$ cat config.mk
export PLATFORM = sky130hd
export DESIGN_NAME = fetch_unit
export DESIGN_NICKNAME = d
export VERILOG_FILES = /design/src/rtl/fetch_unit_pkg.sv /design/src/rtl/fetch_unit_instr_mem.sv /design/src/rtl/fetch_unit.sv
export SDC_FILE = /design/constraint.sdc
export NUM_CORES = 2
export LEC_CHECK = 0
export CAP_MARGIN = 30
export CORE_ASPECT_RATIO = 0.6
export CORE_MARGIN = 2
export CORE_UTILIZATION = 50
export CTS_BUF_LIST = sky130_fd_sc_hd__clkbuf_4 sky130_fd_sc_hd__clkbuf_8 sky130_fd_sc_hd__clkbuf_16
export DETAILED_ROUTE_END_ITERATION = 8
export PLACE_DENSITY = 0.78
export SYNTH_ARGS = -nofsm -noshare
export SYNTH_HDL_FRONTEND = slang
export SYNTH_SLANG_ARGS = --single-unit
$ cat constraint.sdc
create_clock -name Clk -period 7 [get_ports Clk]
set_clock_uncertainty 0.15 [all_clocks]
set_input_delay 1.4 -clock Clk [delete_from_list [all_inputs] [get_ports Clk]]
set_output_delay 1.4 -clock Clk [all_outputs]
set_load 0.1 [all_outputs]
$ cat src/rtl/fetch_unit_pkg.sv
// Shared types and constants for the instruction-fetch front end.
package fetch_unit_pkg;

  localparam int INST_W  = 32;
  localparam int JADDR_W = 26;

  localparam logic [INST_W-1:0] NOP = 32'h0000_0000;

  typedef enum logic [1:0] {
    SEL_SEQ,
    SEL_BRANCH,
    SEL_JUMP,
    SEL_HOLD
  } pc_sel_e;

  // Jump target keeps the 256 MB region of the instruction in decode.
  function automatic logic [31:0] jump_target(input logic [31:0]        pc_plus4,
                                              input logic [JADDR_W-1:0] jaddr);
    return {pc_plus4[31:28], jaddr, 2'b00};
  endfunction

  function automatic logic [31:0] branch_target(input logic [31:0] pc_plus4,
                                                input logic [31:0] word_offset);
    return pc_plus4 + (word_offset << 2);
  endfunction

endpackage

$ cat src/rtl/fetch_unit_instr_mem.sv
// Run-time loadable instruction memory: synchronous write, combinational read,
// byte-addressed ports with out-of-range reads returning NOP.
module instr_mem
  import fetch_unit_pkg::*;
#(
  parameter int DEPTH = 64
) (
  input  logic              clk,
  input  logic              we_i,
  input  logic [31:0]       waddr_i,
  input  logic [INST_W-1:0] wdata_i,
  input  logic [31:0]       raddr_i,
  output logic [INST_W-1:0] rdata_o
);

  localparam int AW = $clog2(DEPTH);

  logic [INST_W-1:0] mem_q [DEPTH];
  logic              w_in_range;
  logic              r_in_range;
  logic              unused_addr_bits;

  assign w_in_range       = (waddr_i[31:AW+2] == '0);
  assign r_in_range       = (raddr_i[31:AW+2] == '0);
  assign unused_addr_bits = ^{waddr_i[1:0], raddr_i[1:0]};

  // NOTE: the storage array has no reset; contents survive Reset and must be loaded before use.
  always_ff @(posedge clk) begin
    if (we_i && w_in_range) begin
      mem_q[waddr_i[AW+1:2]] <= wdata_i;
    end
  end

  assign rdata_o = r_in_range ? mem_q[raddr_i[AW+1:2]] : NOP;

endmodule

$ cat src/rtl/fetch_unit.sv
// Instruction-fetch front end: PC register, next-PC resolution from decode
// controls, loadable instruction memory and the IF/ID pipeline register.
module fetch_unit
  import fetch_unit_pkg::*;
#(
  parameter int          IMEM_DEPTH = 64,
  parameter logic [31:0] RESET_PC   = 32'h0000_0000
) (
  input  logic               Clk,
  input  logic               Reset,
  input  logic               Branch,
  input  logic               Jump,
  input  logic               Stall,
  input  logic [31:0]        BranchOffset,
  input  logic [JADDR_W-1:0] JumpAddress,
  input  logic               LoadEn,
  input  logic [31:0]        LoadAddr,
  input  logic [INST_W-1:0]  LoadData,
  output logic [INST_W-1:0]  Inst,
  output logic [31:0]        PCPlus4,
  output logic               Valid
);

  logic [31:0]       pc_q, pc_d;
  logic [INST_W-1:0] inst_q, inst_d;
  logic [31:0]       pcplus4_q, pcplus4_d;
  logic              valid_q, valid_d;
  logic [INST_W-1:0] fetched;
  logic [31:0]       pc_seq;
  pc_sel_e           pc_sel;

  // A load to the word being fetched lands at the edge, so this cycle still sees the old word.
  instr_mem #(
    .DEPTH(IMEM_DEPTH)
  ) u_imem (
    .clk    (Clk),
    .we_i   (LoadEn),
    .waddr_i(LoadAddr),
    .wdata_i(LoadData),
    .raddr_i(pc_q),
    .rdata_o(fetched)
  );

  assign pc_seq = pc_q + 32'd4;

  // Stall outranks redirects: decode re-asserts Branch/Jump once the stall clears.
  always_comb begin
    if (Stall)       pc_sel = SEL_HOLD;
    else if (Jump)   pc_sel = SEL_JUMP;
    else if (Branch) pc_sel = SEL_BRANCH;
    else             pc_sel = SEL_SEQ;
  end

  // NOTE: every next-state signal gets a default before the case so no latch is inferred.
  always_comb begin
    pc_d      = pc_q;
    inst_d    = inst_q;
    pcplus4_d = pcplus4_q;
    valid_d   = valid_q;
    unique case (pc_sel)
      SEL_SEQ: begin
        pc_d      = pc_seq;
        inst_d    = fetched;
        pcplus4_d = pc_seq;
        valid_d   = 1'b1;
      end
      SEL_JUMP: begin
        pc_d      = jump_target(pcplus4_q, JumpAddress);
        inst_d    = NOP;
        pcplus4_d = '0;
        valid_d   = 1'b0;
      end
      SEL_BRANCH: begin
        pc_d      = branch_target(pcplus4_q, BranchOffset);
        inst_d    = NOP;
        pcplus4_d = '0;
        valid_d   = 1'b0;
      end
      SEL_HOLD: ;
      default: ;
    endcase
  end

  // NOTE: state registers use non-blocking assignments so all of them update together at the edge.
  always_ff @(posedge Clk) begin
    if (Reset) begin
      pc_q      <= RESET_PC;
      inst_q    <= NOP;
      pcplus4_q <= '0;
      valid_q   <= 1'b0;
    end else begin
      pc_q      <= pc_d;
      inst_q    <= inst_d;
      pcplus4_q <= pcplus4_d;
      valid_q   <= valid_d;
    end
  end

  assign Inst    = inst_q;
  assign PCPlus4 = pcplus4_q;
  assign Valid   = valid_q;

endmodule

==> qor.txt <==
FF/Latch Area - 0.06358 mm2
Layout fillers - 11570
Post-DRT Antenna Nets - 0
WL final - 215200 um
fin. max-slew vios - 0
slowest stage delay, CP - 0.84 ns
CP Buf/Inv Count - 2
clock root cell - clkbuf_16
Seq/Total Area, Yosys - 75.32%
post-CTS setup buffers - 0
initial detailed-routing violation count - 7443
PwrDens - 273.9 mW/mm2
outcome - complete, no violations
GR Overflow Total - 0
Critical Path Source - LoadAddr[12]
FF-to-FF path depth - 5
CTS resizes - 0
critical path class - input port to flop
initial antenna violation count - 16
reg2reg setup slack - 3.31 ns
HP Class - flop to flop
DRT Pass-1 Iters - 6
Tcrit/Tclk final - 69.52%
CP required - 7.28 ns
Worst setup EP type - flop
CTS sink cnt - 2151
CP max-delay cell - nor2_4
H-tree Lvls - 4
Critical Path Fanout Max - 20
Leak Pwr - 0.02952 uW
hold buffer count at cts - 0
EDFF count, synth - 2048
Cell Area, Placed - 0.09067 mm2
Peak VDD IR - 206.8 uV
Ys Warns - 0
setup violators final - 0
WP depth - 7
Mean Syn Cell Area - 21.34 um2
fmax - 205.5 MHz
Synth Instances - 3954
Arr. time, crit path - 5.15 ns
top cells by count, synth - edfxtp_1 (2048), mux4_2 (578), mux2i_1 (159), nor2_1 (154), clkbuf_1 (113)
Die H - 322.2 um
core region area - 0.1672 mm2
post-synth top area share - 72.87%
synth unique cells - 73
row cnt - 116
Worst setup SP type - input port
R2R Path End - Inst[0]
total number of vias - 43960
Final #Nets - 4449
CTS clock-pin slew for the worst setup and hold paths - 0.06 ns
clk_lat worst skew - 0.83 ns
area added between synthesis and finish - 14.81%
setup tns final - 0 ns
worst slack, placed - 1.436 ns
Synth Flop Type - edfxtp_1
hold_sp - Inst[15]
syn_nets - 4117
DRC viols - 0
initial cell density of the core - 50.47%
area leader, netlist - edfxtp_1
vias in the first global route - 42970
synthesized flop and latch total - 2151
maximum root-to-sink buffer count - 4
Worst Tran Pin Value - 1.191 ns
Critical Path Sink - u_imem.mem_q[31][25]
Finished Cell Area - 0.09689 mm2
first-pass GRT wire length - 308300 um
area of the multi-input gates - 0.02022 mm2
CP delay by family, top - simple AND/OR/NAND/NOR gates
CTS buffer count - 186
count leader, synth - edfxtp_1
DR WL/cell - 32.27 um
Core Util, Final - 57.95%
crit path cell chain - clkdlybuf4s50_1 > nor4_1 > nand4_1 > nor3_1 > nand3_1 > nor2_4 > buf_4
Rel. slew slack - 20.59%
gr usage total - 24.87%
largest net degree at the start of global routing - 164
routability congestion estimate - 0.9164
ys async rst share - 0%
ratio of cells with drive above 1 in the final layout - 26.53%
top area cells in the synthesized netlist - edfxtp_1 (73%), mux4_2 (15%), dfxtp_1 (2.4%)
Via density - 6.592
CTS tree - yes
final count of hold timing violations - 0
port buffer count - 188
Die ar. - 0.1722 mm2
I/O pins - 193
max-cap violation count - 0
final worst slack - 2.134 ns
ant diodes - 0
Post-DP HPWL - 124800 um
post-route minimum period - 4.866 ns
Post-Syn Area - 0.08439 mm2
unrepaired setup endpoints after global routing - false
chip width - 534.4 um
worst reg2reg max path: stages (launching register included):
cell	delay, ns
dfxtp_4	0.82
buf_4	0.78
mux4_2	0.44
mux4_2	0.49
mux2i_1	0.68
o21ai_0	0.17
layout by cell type, fill, tap and decap left out, types with 12 or more instances in the layout:
cell type	synthesis	final
nor3_1	35	34
a221oi_1	33	33
clkinv_1	0	37
edfxtp_1	2048	2048
inv_1	27	27
a31oi_1	16	16
o21ai_0	67	67
mux4_2	578	578
dfxtp_1	103	98
bufinv_16	0	15
clkbuf_4	0	37
clkbuf_16	0	188
nand3_1	26	26
buf_16	0	23
nor2_4	1	65
buf_2	60	33
nor2_1	154	89
nand2_1	74	74
a22o_1	35	35
a21o_1	21	21
a22oi_1	51	51
clkdlybuf4s50_1	0	155
xnor2_1	36	36
nand4_1	13	13
a21oi_1	61	61
clkinv_2	0	30
o21a_1	12	12
buf_12	0	57
nor4_1	16	16
buf_4	22	97
ha_1	34	32
mux2i_1	159	159
power breakdown:
group / switching (uW) / internal, uW / total, uW
sequential: 64.3 / 14100 / 14100
clock: 4590 / 5700 / 10300
combinational: 1170 / 917 / 2090
kinds of logic (layout without fill, tap and decap cells):
family / after synthesis / after routing / synth area share [%]
buffers and inverters: 250 / 722 / 1.317
muxes: 737 / 737 / 17.31
adders and majority gates: 35 / 35 / 0.5278
DFF: 2151 / 2151 / 75.32
xor gates and xnor gates: 47 / 47 / 0.4878
and+or+nand+nor: 379 / 379 / 2.105
AOI/OAI and AO/OA: 355 / 355 / 2.934
sequential cells by signal, summed over array words and instances (netlist names), named ones only:
signal	flops
Inst	32
PCPlus4	32
Valid	1
pc_q	32
u_imem.mem_q	2048
worst min-delay path by stage:
stage	to	slack (ns)	depth (start not counted)
after floorplan	pc_q[0]	0.32	2
after global placement	Inst[21]	0.32	2
after detailed placement	Inst[15]	0.33	2
after CTS	Inst[15]	0.35	2
after global routing	Valid	0.39	2
final	Inst[15]	0.36	2
cell type report:
type | count | area share (%)
clock buffer | 232 | 5.242
clock inverter | 96 | 0.8884
inverter | 27 | 0.1046
multi-input combinational | 1553 | 20.87
sequential | 2151 | 65.62
tap | 2242 | 2.895
timing repair buffer | 367 | 4.378
layer usage:
| metal | wire length, um | global-route usage (%) | up-vias |
|---|---|---|---|
| met4 | 4619 | 5.464 | 18 |
| li1 | - | - | 17300 |
| met2 | 96010 | 36.01 | 3318 |
| met1 | 85270 | 38.13 | 22990 |
| met5 | 116 | 0 | - |
| met3 | 29180 | 6.618 | 332 |
per-stage QoR:
step | hold WS, ns | power, uW | instances
after global placement | 0.3247 | 16410 | 6266
after CTS | 0.3547 | 26610 | 6654
after global routing | 0.3923 | 27220 | 6668
final | 0.3576 | 26530 | 6668
after floorplan | 0.3208 | 15740 | 3954
after detailed placement | 0.3333 | 16470 | 6326
No activity file was read; power rests on OpenSTA's default activity.
